File: src/rtl/key_load_ctrl_if.sv
// key_load_ctrl_if: byte load, command and key-store write signals of the key load controller.
interface key_load_ctrl_if;
  logic [7:0] byte_in;
  logic byte_valid;
  logic byte_ready;
  logic commit;
  logic zeroize;
  logic lock_req;
  logic err_clr;
  logic [15:0] key_out;
  logic key_we;
  logic locked;
  logic busy;
  logic err;
  modport master (
    output byte_in, byte_valid, commit, zeroize, lock_req, err_clr,
    input byte_ready, key_out, key_we, locked, busy, err
  );
  modport slave (
    input byte_in, byte_valid, commit, zeroize, lock_req, err_clr,
    output byte_ready, key_out, key_we, locked, busy, err
  );
endinterface

File: src/rtl/key_load_ctrl.sv
// key_load_ctrl: assembles two key bytes into a 16-bit word and writes, zeroizes or locks the key store.
module key_load_ctrl #(
  parameter int TIMEOUT = 16
) (
  input logic clk,
  input logic resetn,
  key_load_ctrl_if.slave bus
);
  typedef enum logic [2:0] {IDLE, HAVE_LO, FULL, WRITE, LOCKED} state_t;
  state_t st, nst, to_idle;
  logic [7:0] lo, hi, tm, nlo, nhi, ntm;
  logic lock_pend, zpend, lp, acc, ev, wr, want_z;
  assign acc = bus.byte_valid & bus.byte_ready;
  assign lp = lock_pend | bus.lock_req;
  assign to_idle = lp ? LOCKED : IDLE;
  // A zeroize landing right after a strobe is deferred one cycle so key_we never pulses back to back.
  assign want_z = bus.zeroize | zpend;
  always_comb begin
    nst = st;
    nlo = lo;
    nhi = hi;
    ntm = tm;
    ev = 1'b0;
    wr = 1'b0;
    if (bus.zeroize) begin
      nlo = '0;
      nhi = '0;
      ntm = '0;
      nst = (st == LOCKED) ? LOCKED : to_idle;
    end else begin
      case (st)
        IDLE: begin
          ev = bus.commit;
          if (acc) begin
            nlo = bus.byte_in;
            ntm = '0;
            nst = HAVE_LO;
          end else if (lp) nst = LOCKED;
        end
        HAVE_LO: begin
          ev = bus.commit;
          if (tm == 8'(TIMEOUT - 1)) begin
            nlo = '0;
            ntm = '0;
            ev = 1'b1;
            nst = to_idle;
          end else if (acc) begin
            nhi = bus.byte_in;
            nst = FULL;
          end else ntm = tm + 8'd1;
        end
        FULL: nst = bus.commit ? WRITE : FULL;
        WRITE: begin
          wr = 1'b1;
          nlo = '0;
          nhi = '0;
          nst = to_idle;
        end
        default: ev = bus.byte_valid;
      endcase
    end
  end
  always_ff @(posedge clk) begin
    if (!resetn) begin
      st <= IDLE;
      lo <= '0;
      hi <= '0;
      tm <= '0;
      lock_pend <= 1'b0;
      zpend <= 1'b0;
      bus.byte_ready <= 1'b1;
      bus.key_out <= '0;
      bus.key_we <= 1'b0;
      bus.locked <= 1'b0;
      bus.busy <= 1'b0;
      bus.err <= 1'b0;
    end else begin
      st <= nst;
      lo <= nlo;
      hi <= nhi;
      tm <= ntm;
      lock_pend <= (nst == LOCKED) ? 1'b0 : lp;
      zpend <= want_z & bus.key_we;
      bus.byte_ready <= nst == IDLE || nst == HAVE_LO;
      bus.busy <= nst == HAVE_LO || nst == FULL || nst == WRITE;
      bus.locked <= nst == LOCKED;
      bus.err <= ev | (bus.err & ~bus.err_clr);
      bus.key_we <= want_z ? ~bus.key_we : wr;
      bus.key_out <= want_z ? (bus.key_we ? bus.key_out : 16'h0000) : wr ? {hi, lo} : bus.key_out;
    end
  end
endmodule
File: src/flat_wrapper.sv
// flat-port wrapper written by rule: the top's interface ports become plain ports
module key_load_ctrl_flat 
#(
  parameter int TIMEOUT = 16
)
  (clk, resetn, bus_byte_in, bus_byte_valid, bus_commit, bus_zeroize, bus_lock_req, bus_err_clr, bus_byte_ready, bus_key_out, bus_key_we, bus_locked, bus_busy, bus_err);
  key_load_ctrl_if bus_i ();
  input logic clk;
  input logic resetn;
  input wire logic [$bits(bus_i.byte_in)-1:0] bus_byte_in;
  input wire logic [$bits(bus_i.byte_valid)-1:0] bus_byte_valid;
  input wire logic [$bits(bus_i.commit)-1:0] bus_commit;
  input wire logic [$bits(bus_i.zeroize)-1:0] bus_zeroize;
  input wire logic [$bits(bus_i.lock_req)-1:0] bus_lock_req;
  input wire logic [$bits(bus_i.err_clr)-1:0] bus_err_clr;
  output wire logic [$bits(bus_i.byte_ready)-1:0] bus_byte_ready;
  output wire logic [$bits(bus_i.key_out)-1:0] bus_key_out;
  output wire logic [$bits(bus_i.key_we)-1:0] bus_key_we;
  output wire logic [$bits(bus_i.locked)-1:0] bus_locked;
  output wire logic [$bits(bus_i.busy)-1:0] bus_busy;
  output wire logic [$bits(bus_i.err)-1:0] bus_err;
  assign bus_i.byte_in = bus_byte_in;
  assign bus_i.byte_valid = bus_byte_valid;
  assign bus_i.commit = bus_commit;
  assign bus_i.zeroize = bus_zeroize;
  assign bus_i.lock_req = bus_lock_req;
  assign bus_i.err_clr = bus_err_clr;
  assign bus_byte_ready = bus_i.byte_ready;
  assign bus_key_out = bus_i.key_out;
  assign bus_key_we = bus_i.key_we;
  assign bus_locked = bus_i.locked;
  assign bus_busy = bus_i.busy;
  assign bus_err = bus_i.err;
  key_load_ctrl #(.TIMEOUT(TIMEOUT)) u_core (.clk(clk), .resetn(resetn), .bus(bus_i));
endmodule
File: config.mk
export PLATFORM = sky130hd
export DESIGN_NAME = key_load_ctrl_flat
export DESIGN_NICKNAME = d
export VERILOG_FILES = /design/src/rtl/key_load_ctrl_if.sv /design/src/rtl/key_load_ctrl.sv /design/src/flat_wrapper.sv
export SDC_FILE = /design/constraint.sdc
export NUM_CORES = 1
export LEC_CHECK = 0
export ABC_CLOCK_PERIOD_IN_PS = 3600
export CAP_MARGIN = 20
export CORE_MARGIN = 10
export CORE_UTILIZATION = 55
export CTS_CLUSTER_DIAMETER = 60
export DETAILED_ROUTE_END_ITERATION = 10
export PLACE_DENSITY = 0.83
export SLEW_MARGIN = 20
export SYNTH_ARGS = -nofsm -noshare
export SYNTH_HDL_FRONTEND = slang
export SYNTH_SLANG_ARGS = --single-unit
File: constraint.sdc
create_clock -name clk -period 3.6 [get_ports clk]
set_input_delay 1.08 -clock clk [delete_from_list [all_inputs] [get_ports clk]]
set_output_delay 1.08 -clock clk [all_outputs]
set_load 0.1 [all_outputs]
After elaboration in Yosys (flattened, before gate mapping)
Index checks and enable logic that the tools add are counted.

storage, ports and cells
  flip-flop bits (word level) = 50
  input port bits = 15
  output and inout bits = 21

cells by class
  add/subtract/negate cells = 1
  equal/unequal tests = 15
  multiplexer cells = 27
  bitwise operators = 9
  reductions and logical operators = 16

operator list
  kind                                                                    count
  16-bit 2-to-1 mux                                                       3
  8-bit 2-to-1 mux                                                        6
  8-bit case mux with 2 select lines                                      2
  8-bit case mux with 3 select lines                                      1
  3-bit 2-to-1 mux                                                        7
  3-bit by 2-bit equality test with 1-bit output (second input constant)  4
  3-bit case mux with 4 select lines                                      1
  3-bit AND reduction                                                     3
  8-bit by 1-bit adder with 8-bit output (second input constant)          1
  8-bit by 4-bit equality test with 1-bit output (second input constant)  1
  3-bit by 1-bit equality test with 1-bit output (second input constant)  2
  3-bit equality test (second input constant)                             2
  3-bit logical NOT                                                       2
  1-bit 2-to-1 mux                                                        6
  2-bit by 1-bit != test with 1-bit output (second input constant)        3
  2-bit nonzero test                                                      3
  2-bit OR reduction                                                      3
  2-bit != test (second input constant)                                   2
  1-bit AND                                                               3
  1-bit logical OR                                                        3
  3-bit != test (second input constant)                                   1
  1-bit NOT                                                               3
  1-bit OR                                                                3
  1-bit case mux with 3 select lines                                      1
  2 further kinds                                                         2

Logic depth before layout (Yosys ltp)
Gate-level depths: netlist of the first run.

  word-level depth = 8
  depth in mapped cells = 6
  depth with buffers taken out = 5

Least setup slack after synthesis of the first run
Ideal clock, no wire load.

  path kind = input-to-reg
  start point = in bus_zeroize
  end point = reg u_core.bus.key_out[10]
  arrival = 2.165 ns
  data required time = 3.472 ns
  slack = 1.307 ns
  stages = 6
  buffers on the path = 2
  path through = clkbuf_1 > nor2_1 > mux2_2 > clkbuf_1 > a22oi_1 > nor2_1

on the way
  cells in the longest elaborated chain, start to end = 3
  elaborated cells between the ends (all ways) = 6
  classes of those cells = 1 x eq/ne; 2 x mux; 1 x bitwise; 2 x reduce/logical

ends and longest elaborated chain
  element                                                               RTL line                                  source
  from (decl)                                                           flat_wrapper.sv:13                        input wire logic [$bits(bus_i.zeroize)-1:0] bus_zeroize;
  1-bit OR / 1-bit 2-to-1 mux (equally long branches)                   key_load_ctrl.sv:17, key_load_ctrl.sv:25
  2-bit != test (no line) / 2-bit nonzero test (equally long branches)  n/a
  2-bit AND reduction (no line)                                         n/a
  to (signal assigned)                                                  key_load_ctrl.sv:89                       bus.key_out <= want_z ? (bus.key_we ? bus.key_out : 16'h0000) : wr ? {hi, lo} : bus.key_out;
  to (decl)                                                             key_load_ctrl_if.sv:21                    output byte_ready, key_out, key_we, locked, busy, err

Several ways; a longest one is shown, not always the timed one.
A chain may end at the register's enable or synchronous reset.

Final worst setup path of the first run
  start point = in bus_byte_valid
  end point = reg u_core.tm[7]

on the way
  cells in the longest elaborated chain, start to end = 3
  elaborated cells between the ends (all ways) = 4
  classes of those cells = 2 x eq/ne; 1 x bitwise; 1 x reduce/logical

ends and longest elaborated chain
  element                                                                                     RTL line             source
  from (decl)                                                                                 flat_wrapper.sv:11   input wire logic [$bits(bus_i.byte_valid)-1:0] bus_byte_valid;
  1-bit AND *                                                                                 key_load_ctrl.sv:13  assign acc = bus.byte_valid & bus.byte_ready;
  3-bit != test (no line) / 2-bit by 1-bit != test with 1-bit output (equally long branches)  n/a
  3-bit AND reduction (no line) *                                                             n/a
  to (signal assigned)                                                                        key_load_ctrl.sv:81  tm <= ntm;
  to (decl)                                                                                   key_load_ctrl.sv:11  logic [7:0] lo, hi, tm, nlo, nhi, ntm;

Mark *: on every way between the ends. The rest lies on a longest branch, timed or not.

==> impl_results.md, run 1 <==
* CP cell instances: clkdlybuf4s50_1, a21oi_1, nand4b_1, or3_2, a21oi_1
* Relative contribution of sequential cells to total power at 56.1%
* Via-to-Cell Ratio at 5.76
* Worst path slowest cell: sky130_fd_sc_hd__clkdlybuf4s50_1
* Final setup violation count at 0
* Normalized max-slew margin at 62.9%
* Die area at 0.00648 mm²
* Synthesized cell area at 0.00201 mm²
* Vertical extent of the die at 80.5 µm
* Main combinational cell family by area after synthesis: compound AO/OA/AOI/OAI gates
* Area inside the core boundary at 0.00344 mm²
* Setup TNS at 0 ns
* Gr usage total at 14.8%
* Skew-Pair Late Insertion Delay at 0.31 ns
* Final worst clock skew at 0.0117 ns
* Wire length of the first global-routing pass at 7820 µm
* Cell repeated most along the worst path: sky130_fd_sc_hd__a21oi_1
* Top Family by Delay on Critical Path: simple AND/OR/NAND/NOR gates
* Clock buffer count from CTS at 5
* Worst supply voltage drop on vdd at 0.292 mV
* Complex-gate fraction of the synthesized area at 23.1%
* Clock group share of total power at 31.7%
* Max Fanout on Critical Path at 6
* Flop and latch count out of synthesis at 50
* Number of levels in the clock H-tree at 2
* Most common library cell in the layout ignoring fill and taps: sky130_fd_sc_hd__dfxtp_1
* Average detailed-routed wire length per instance at 15.2 µm
* Average cell area after synthesis at 9.15 µm²
* Worst Tran Pin Value at 0.555 ns
* Power density over cell area at 419 mW/mm²
* Number of port buffers at 35
* Overall via count from detail_route at 1758
* Layout cells sized above 1 at 16.6%
* Switching Power at 0.281 mW
* Status: completed
* RSZ-0062 raised after global routing: false
* Wire length reported by the detailed router at 4630 µm
* Effective utilization at floorplan at 58.5%
* Clock slew at reported path FFs at 0.09 ns
* Most used DFF post-synth: sky130_fd_sc_hd__dfxtp_1
* Cts-stage hold buffer count at 0
* Number of placed I/O pins at 36
* DRC violations left at 0
* CTS tree: built
* Count of routing violations after the opening detailed-route iteration at 126
* Antenna-violating nets left at 0
* Area share of and/or/nand/nor cells after synthesis at 19.0%
* CP arrival at 2.65 ns
* Category of the critical setup timing path: input pin to flop
* Cells after Synth at 220
* Number of max-cap violations at 0
* Switching portion of total power at 27.4%
* Number of nets in the layout at 274
* Pin count of the biggest net entering global routing at 20
* Cell at the root of the clock tree: sky130_fd_sc_hd__clkbuf_8
* Max Root-Sink Buffers at 2
* Post-route fraction of the period consumed by the critical path at 66.8%
* Mux share of post-synthesis cell area at 5.04%
* R2R Setup Slk at 1.68 ns
* Site row count at 21
* Distinct cell type count of the synthesized netlist at 40
* Weighted congestion reported at the end of routability-driven placement at 0.831
* Area growth syn-to-layout at 21.6%
* Fraction of registers with async set/reset at 0%
* Filler Cell Count at 278
* Number of hold-slack violations in the final timing report at 0
* Internal Power at 0.744 mW
* Remaining Overflow, GRT at 0
* Max-slew violations at 0
* Class of the most critical hold timing path: flop to flop
* Post-synth EDFFs at 0
* Element type at the critical path start: input pin
* Top library cells by usage in the layout, fill and taps aside: sky130_fd_sc_hd__dfxtp_1, sky130_fd_sc_hd__nor2_1, sky130_fd_sc_hd__buf_4
* Resized cells post-CTS at 0
* Tmin final at 2.41 ns
* Syn nets at 236
* Post-DP HPWL at 3260 µm
* Maximum frequency from static timing analysis at 0.416 GHz
* Yosys synthesis warning count at 0
* Antenna violations before repair at 0
* Share of power burned in combinational logic at 12.3%
* Number of buffers and inverters on the critical path at 1
* Total number of clock tree sinks at 50
* Max incr delay on CP at 0.56 ns
* Worst Setup End Kind: flop
* Number of global-route vias before repair at 1711
* Antenna Diode Count at 0
* Synthesized-area fraction occupied by adder cells at 0.622%
* Post-CTS setup repair buffer count at 0
* Core occupancy in the finished layout at 71.1%
* Xor and xnor area share after synthesis at 0%
* LEAKAGE at 0.866 nW
* Iteration count of the initial detailed-routing pass at 4
* Fraction of the yosys area taken by sequential cells at 49.8%
* Data required time of the worst path at 3.85 ns
* X dimension of the die at 80.5 µm
[power by group through the flow]
stage | clock network (mW) | logic (mW) | registers [mW]
final | 0.324 | 0.126 | 0.575
after global routing | 0.346 | 0.136 | 0.577
after CTS | 0.327 | 0.126 | 0.575
after detailed placement | 0 | 0.125 | 0.588
after global placement | 0 | 0.125 | 0.588
after floorplan | 0 | 0.0570 | 0.613
[per-stage QoR]
stage / setup slack, ns / instance area, µm² / total power, mW / hold WS [ns] / instances
4_1_cts: 1.19 / 2450 / 1.03 / 0.456 / 305
3_5_place_dp: 0.868 / 2360 / 0.713 / 0.440 / 297
3_3_place_gp: 0.931 / 2360 / 0.713 / 0.438 / 297
2_1_floorplan: 1.31 / 2010 / 0.670 / 0.454 / 220
6_report: 1.19 / 2450 / 1.02 / 0.450 / 305
5_1_grt: 1.02 / 2450 / 1.06 / 0.469 / 305
[metal layers]
metal,GRT usage [%],vias to the layer above,wire [µm]
met2,24.9,40,2310
met3,5.35,9,303
met5,0,-,0
li1,-,872,-
met1,16.8,837,1950
met4,5.11,0,64
[sequential cells by signal, indices dropped and copies added (netlist names)]
name and flops:
u_core.bus.key_we 1, u_core.zpend 1, u_core.hi 8, u_core.st 3
u_core.bus.err 1, u_core.bus.locked 1, u_core.lo 8, u_core.bus.byte_ready 1
u_core.bus.busy 1, u_core.lock_pend 1, u_core.tm 8, u_core.bus.key_out 16
[worst reg2reg max path, stage by stage, from the launching register on]
cell and delay, ns:
sky130_fd_sc_hd__dfxtp_1 0.64, sky130_fd_sc_hd__or3b_1 0.44, sky130_fd_sc_hd__a211oi_1 0.21, sky130_fd_sc_hd__buf_4 0.24, sky130_fd_sc_hd__mux2i_1 0.21, sky130_fd_sc_hd__nor2_1 0.06
[cell type report]
class / count / area (µm²) / share of cell area [%]
multi-input cells: 159 / 960 / 39.2
flip-flops and latches: 50 / 1000 / 40.9
clock buffers: 6 / 72.6 / 2.97
well taps: 46 / 57.6 / 2.35
repair buffers: 40 / 335 / 13.7
inverters: 2 / 7.51 / 0.307
clock inverters: 2 / 13.8 / 0.562
[cells in the mapped netlist (all sizes together) (2+ instances only)]
master	instances	share of area (%)
nor2	32	6.0
dfxtp	50	50
o21ai	18	4.7
a21o	2	0.75
nand3b	2	0.75
nand2	17	3.2
or3	4	1.4
or4	2	0.75
a22oi	17	6.3
nor3	4	1.0
a211oi	5	2.4
nand4b	2	0.87
o31ai	4	1.5
buf	4	1.2
mux2i	9	4.5
clkbuf	5	0.93
and3	2	0.68
a21oi	20	5.2
o21a	3	1.1
nand3	4	1.0
[cells by family (layout without fill, tap and decap cells)]
family	Yosys count	after routing
AND/OR/NAND/NOR	76	76
AO/OA/AOI/OAI	72	72
flip-flops	50	50
buffers and inverters	11	50
multiplexers	10	10
adder cells (fa/ha/maj)	1	1
[final timing paths]
kind                startpoint           end  depth (start not counted)
max             bus_byte_valid  u_core.tm[7]                          5
min          u_core.bus.key_we  u_core.zpend                          2
max reg2reg       u_core.st[0]  u_core.hi[0]                          5
min reg2reg  u_core.bus.key_we  u_core.zpend                          2
No activity file was read; power rests on OpenSTA's default activity.
==> run 2: changes to the inputs <==
Settings changed: ABC_CLOCK_PERIOD_IN_PS 3600 to 2000, CORE_UTILIZATION 55 to 46, PLACE_DENSITY 0.83 to 0.74.
Clock period 3.6 ns to 2 ns, I/O delays scaled along.
==> run 2 against run 1 <==
  * Sequential share of layout area down 5.3 points
  * Die area up 15%
  * Flip-flop and latch count unchanged
  * Setup slack worse by 1.1 ns
  * Non-clock buffer count up 12
  * Register-to-register slack worse by 1.5 ns
  * Wire length up 5.7%
  * Cell count up 4.9%
  * First-iteration DRC count up 53%
  * Via count up 2.6%
  * Power up 84%
  * Hold slack better by 0.030 ns
  * Critical path type unchanged
  * Critical endpoint is now u_core.tm[3]
  * Largest cell class unchanged
==> impl_results.md, run 2 (same netlist as run 1, synthesis figures left out) <==
* Status: completed
* Area growth syn-to-layout at 40.0%
* Normalized max-slew margin at 71.8% (+8.9 points)
* Area inside the core boundary at 0.00412 mm² (+20%)
* Post-CTS setup repair buffer count at 0 (unchanged)
* Number of max-cap violations at 0 (unchanged)
* Die area at 0.00742 mm² (+15%)
* Total number of clock tree sinks at 50 (unchanged)
* CP cell instances: clkdlybuf4s50_1, and2_2, o21ai_2, or4_1, a21oi_1
* Number of nets in the layout at 286 (+4.4%)
* Post-route fraction of the period consumed by the critical path at 94.3%
* Most common library cell in the layout ignoring fill and taps: sky130_fd_sc_hd__dfxtp_1
* Final hold slack at 0.479 ns (+0.0297 ns)
* Max Root-Sink Buffers at 2 (unchanged)
* Worst Setup End Kind: flop
* X dimension of the die at 86.1 µm (+7.0%)
* Post-DP HPWL at 3610 µm (+11%)
* Antenna violations before repair at 0 (unchanged)
* Wire length of the first global-routing pass at 8620 µm (+10%)
* Final worst clock skew at 0.00303 ns (-0.00867 ns)
* CP arrival at 2.13 ns (-0.52 ns)
* Skew-Pair Late Insertion Delay at 0.31 ns (about the same)
* Resized cells post-CTS at 0 (unchanged)
* Max Fanout on Critical Path at 7 (+1)
* Worst Tran Pin Value at 0.420 ns (-0.135 ns)
* Overall via count from detail_route at 1803 (+2.6%)
* Number of placed I/O pins at 36 (unchanged)
* Final setup violation count at 0 (unchanged)
* Element type at the critical path start: input pin
* CTS tree: built
* Switching portion of total power at 27.5% (+0.098 points)
* Clock buffer count from CTS at 5 (unchanged)
* Weighted congestion reported at the end of routability-driven placement at 0.822 (-1.1%)
* Internal Power at 1.37 mW (+84%)
* Number of hold-slack violations in the final timing report at 0 (unchanged)
* Site row count at 23 (+9.5%)
* Tmin final at 1.89 ns
* Class of the most critical hold timing path: flop to flop
* Number of port buffers at 35 (unchanged)
* Antenna-violating nets left at 0 (unchanged)
* Iteration count of the initial detailed-routing pass at 4 (unchanged)
* Max incr delay on CP at 0.57 ns (about the same)
* Most flop-heavy register: u_core.bus.key_out
* Number of buffers and inverters on the critical path at 1 (unchanged)
* Antenna Diode Count at 0 (unchanged)
* Count of routing violations after the opening detailed-route iteration at 193 (+53%)
* DRC violations left at 0 (unchanged)
* Total placed instance area at 0.00273 mm² (+16%)
* Data required time of the worst path at 2.25 ns (-1.60 ns)
* Category of the critical setup timing path: input pin to flop
* Average detailed-routed wire length per instance at 15.3 µm (+0.74%)
* Share of power burned in combinational logic at 14.8% (+2.5 points)
* Vertical extent of the die at 86.1 µm (+7.0%)
* Pin count of the biggest net entering global routing at 19 (-5.0%)
* Area of all placed cells without fillers at 0.00282 mm² (+15%)
* Number of global-route vias before repair at 1803 (+5.4%)
* Setup TNS at 0 ns (unchanged)
* Remaining Overflow, GRT at 0 (unchanged)
* Maximum frequency from static timing analysis at 0.530 GHz
* Top library cells by usage in the layout, fill and taps aside: sky130_fd_sc_hd__dfxtp_1, sky130_fd_sc_hd__nor2_1, sky130_fd_sc_hd__buf_12
* Number of levels in the clock H-tree at 2 (unchanged)
* RSZ-0062 raised after global routing: false
* Clock slew at reported path FFs at 0.09 ns (about the same)
* Top Family by Delay on Critical Path: simple AND/OR/NAND/NOR gates
* Wire length reported by the detailed router at 4900 µm (+5.7%)
* Flip-flop count of the largest register after layout at 16 (unchanged)
* Gr usage total at 14.2% (-0.56 points)
* Power density over cell area at 671 mW/mm² (+60%)
* Total Power at 1.89 mW (+84%)
* Layout cells sized above 1 at 20.7% (+4.1 points)
* Max-slew violations at 0 (unchanged)
* LEAKAGE at 0.981 nW (+13%)
* Switching Power at 0.519 mW (+85%)
* Worst supply voltage drop on vdd at 0.524 mV (+79%)
* Effective utilization at floorplan at 48.9% (-9.6 points)
* Via-to-Cell Ratio at 5.63 (-2.2%)
* Clock group share of total power at 30.6% (-1.1 points)
* Worst path slowest cell: sky130_fd_sc_hd__clkdlybuf4s50_1
* Relative contribution of sequential cells to total power at 54.6% (-1.5 points)
* Cell at the root of the clock tree: sky130_fd_sc_hd__clkbuf_8
* Cts-stage hold buffer count at 0 (unchanged)
-- run 2: stage by stage --
step / setup WS, ns / cells / utilization (%)
after global placement: -0.147 / 313 / 66.4
after global routing: 0.00596 / 320 / 68.4
after CTS: 0.126 / 320 / 68.4
after detailed placement: -0.192 / 313 / 66.4
final: 0.114 / 320 / 68.4
after floorplan: 0.129 / 220 / -
-- run 2: layer usage --
metal  up-vias  track usage, %  share of wire (%)
met5         -               0                  0
li1        906               -                  -
met2        39            22.7                 49
met4         0            5.24                1.3
met3         7            6.15                7.1
met1       851            16.5                 42
-- run 2: worst register-to-register path, cell delays in order (launching register included) --
cell                      delay [ns]
sky130_fd_sc_hd__dfxtp_1        0.42
sky130_fd_sc_hd__ha_1           0.27
sky130_fd_sc_hd__and3_2         0.28
sky130_fd_sc_hd__a21oi_2        0.12
sky130_fd_sc_hd__or4_1          0.49
sky130_fd_sc_hd__a21oi_1        0.15
-- run 2: power by group through the flow --
stage	clock network (mW)	registers (mW)	logic [mW]
after floorplan	0	1.10	0.103
after global placement	0	1.05	0.275
after detailed placement	0	1.05	0.278
after CTS	0.592	1.03	0.279
after global routing	0.636	1.03	0.300
final	0.579	1.03	0.279
-- run 2: worst paths after layout --
check | cells after the start | slack (ns) | startpoint | to
min reg2reg | 2 | 0.48 | u_core.lo[3] | u_core.lo[3]
max reg2reg | 5 | 0.22 | u_core.tm[0] | u_core.tm[3]
min | 2 | 0.48 | u_core.lo[3] | u_core.lo[3]
max | 5 | 0.11 | bus_byte_valid | u_core.tm[3]
-- run 2: layout make-up --
cell class                 instances  area (µm²)
clock buffer                       5        68.8
clock inverter                     2        15.0
fill                             338        1300
inverter                           2        7.51
multi-input combinational        159         960
sequential                        50        1000
tap                               50        62.6
timing repair buffer              52         701
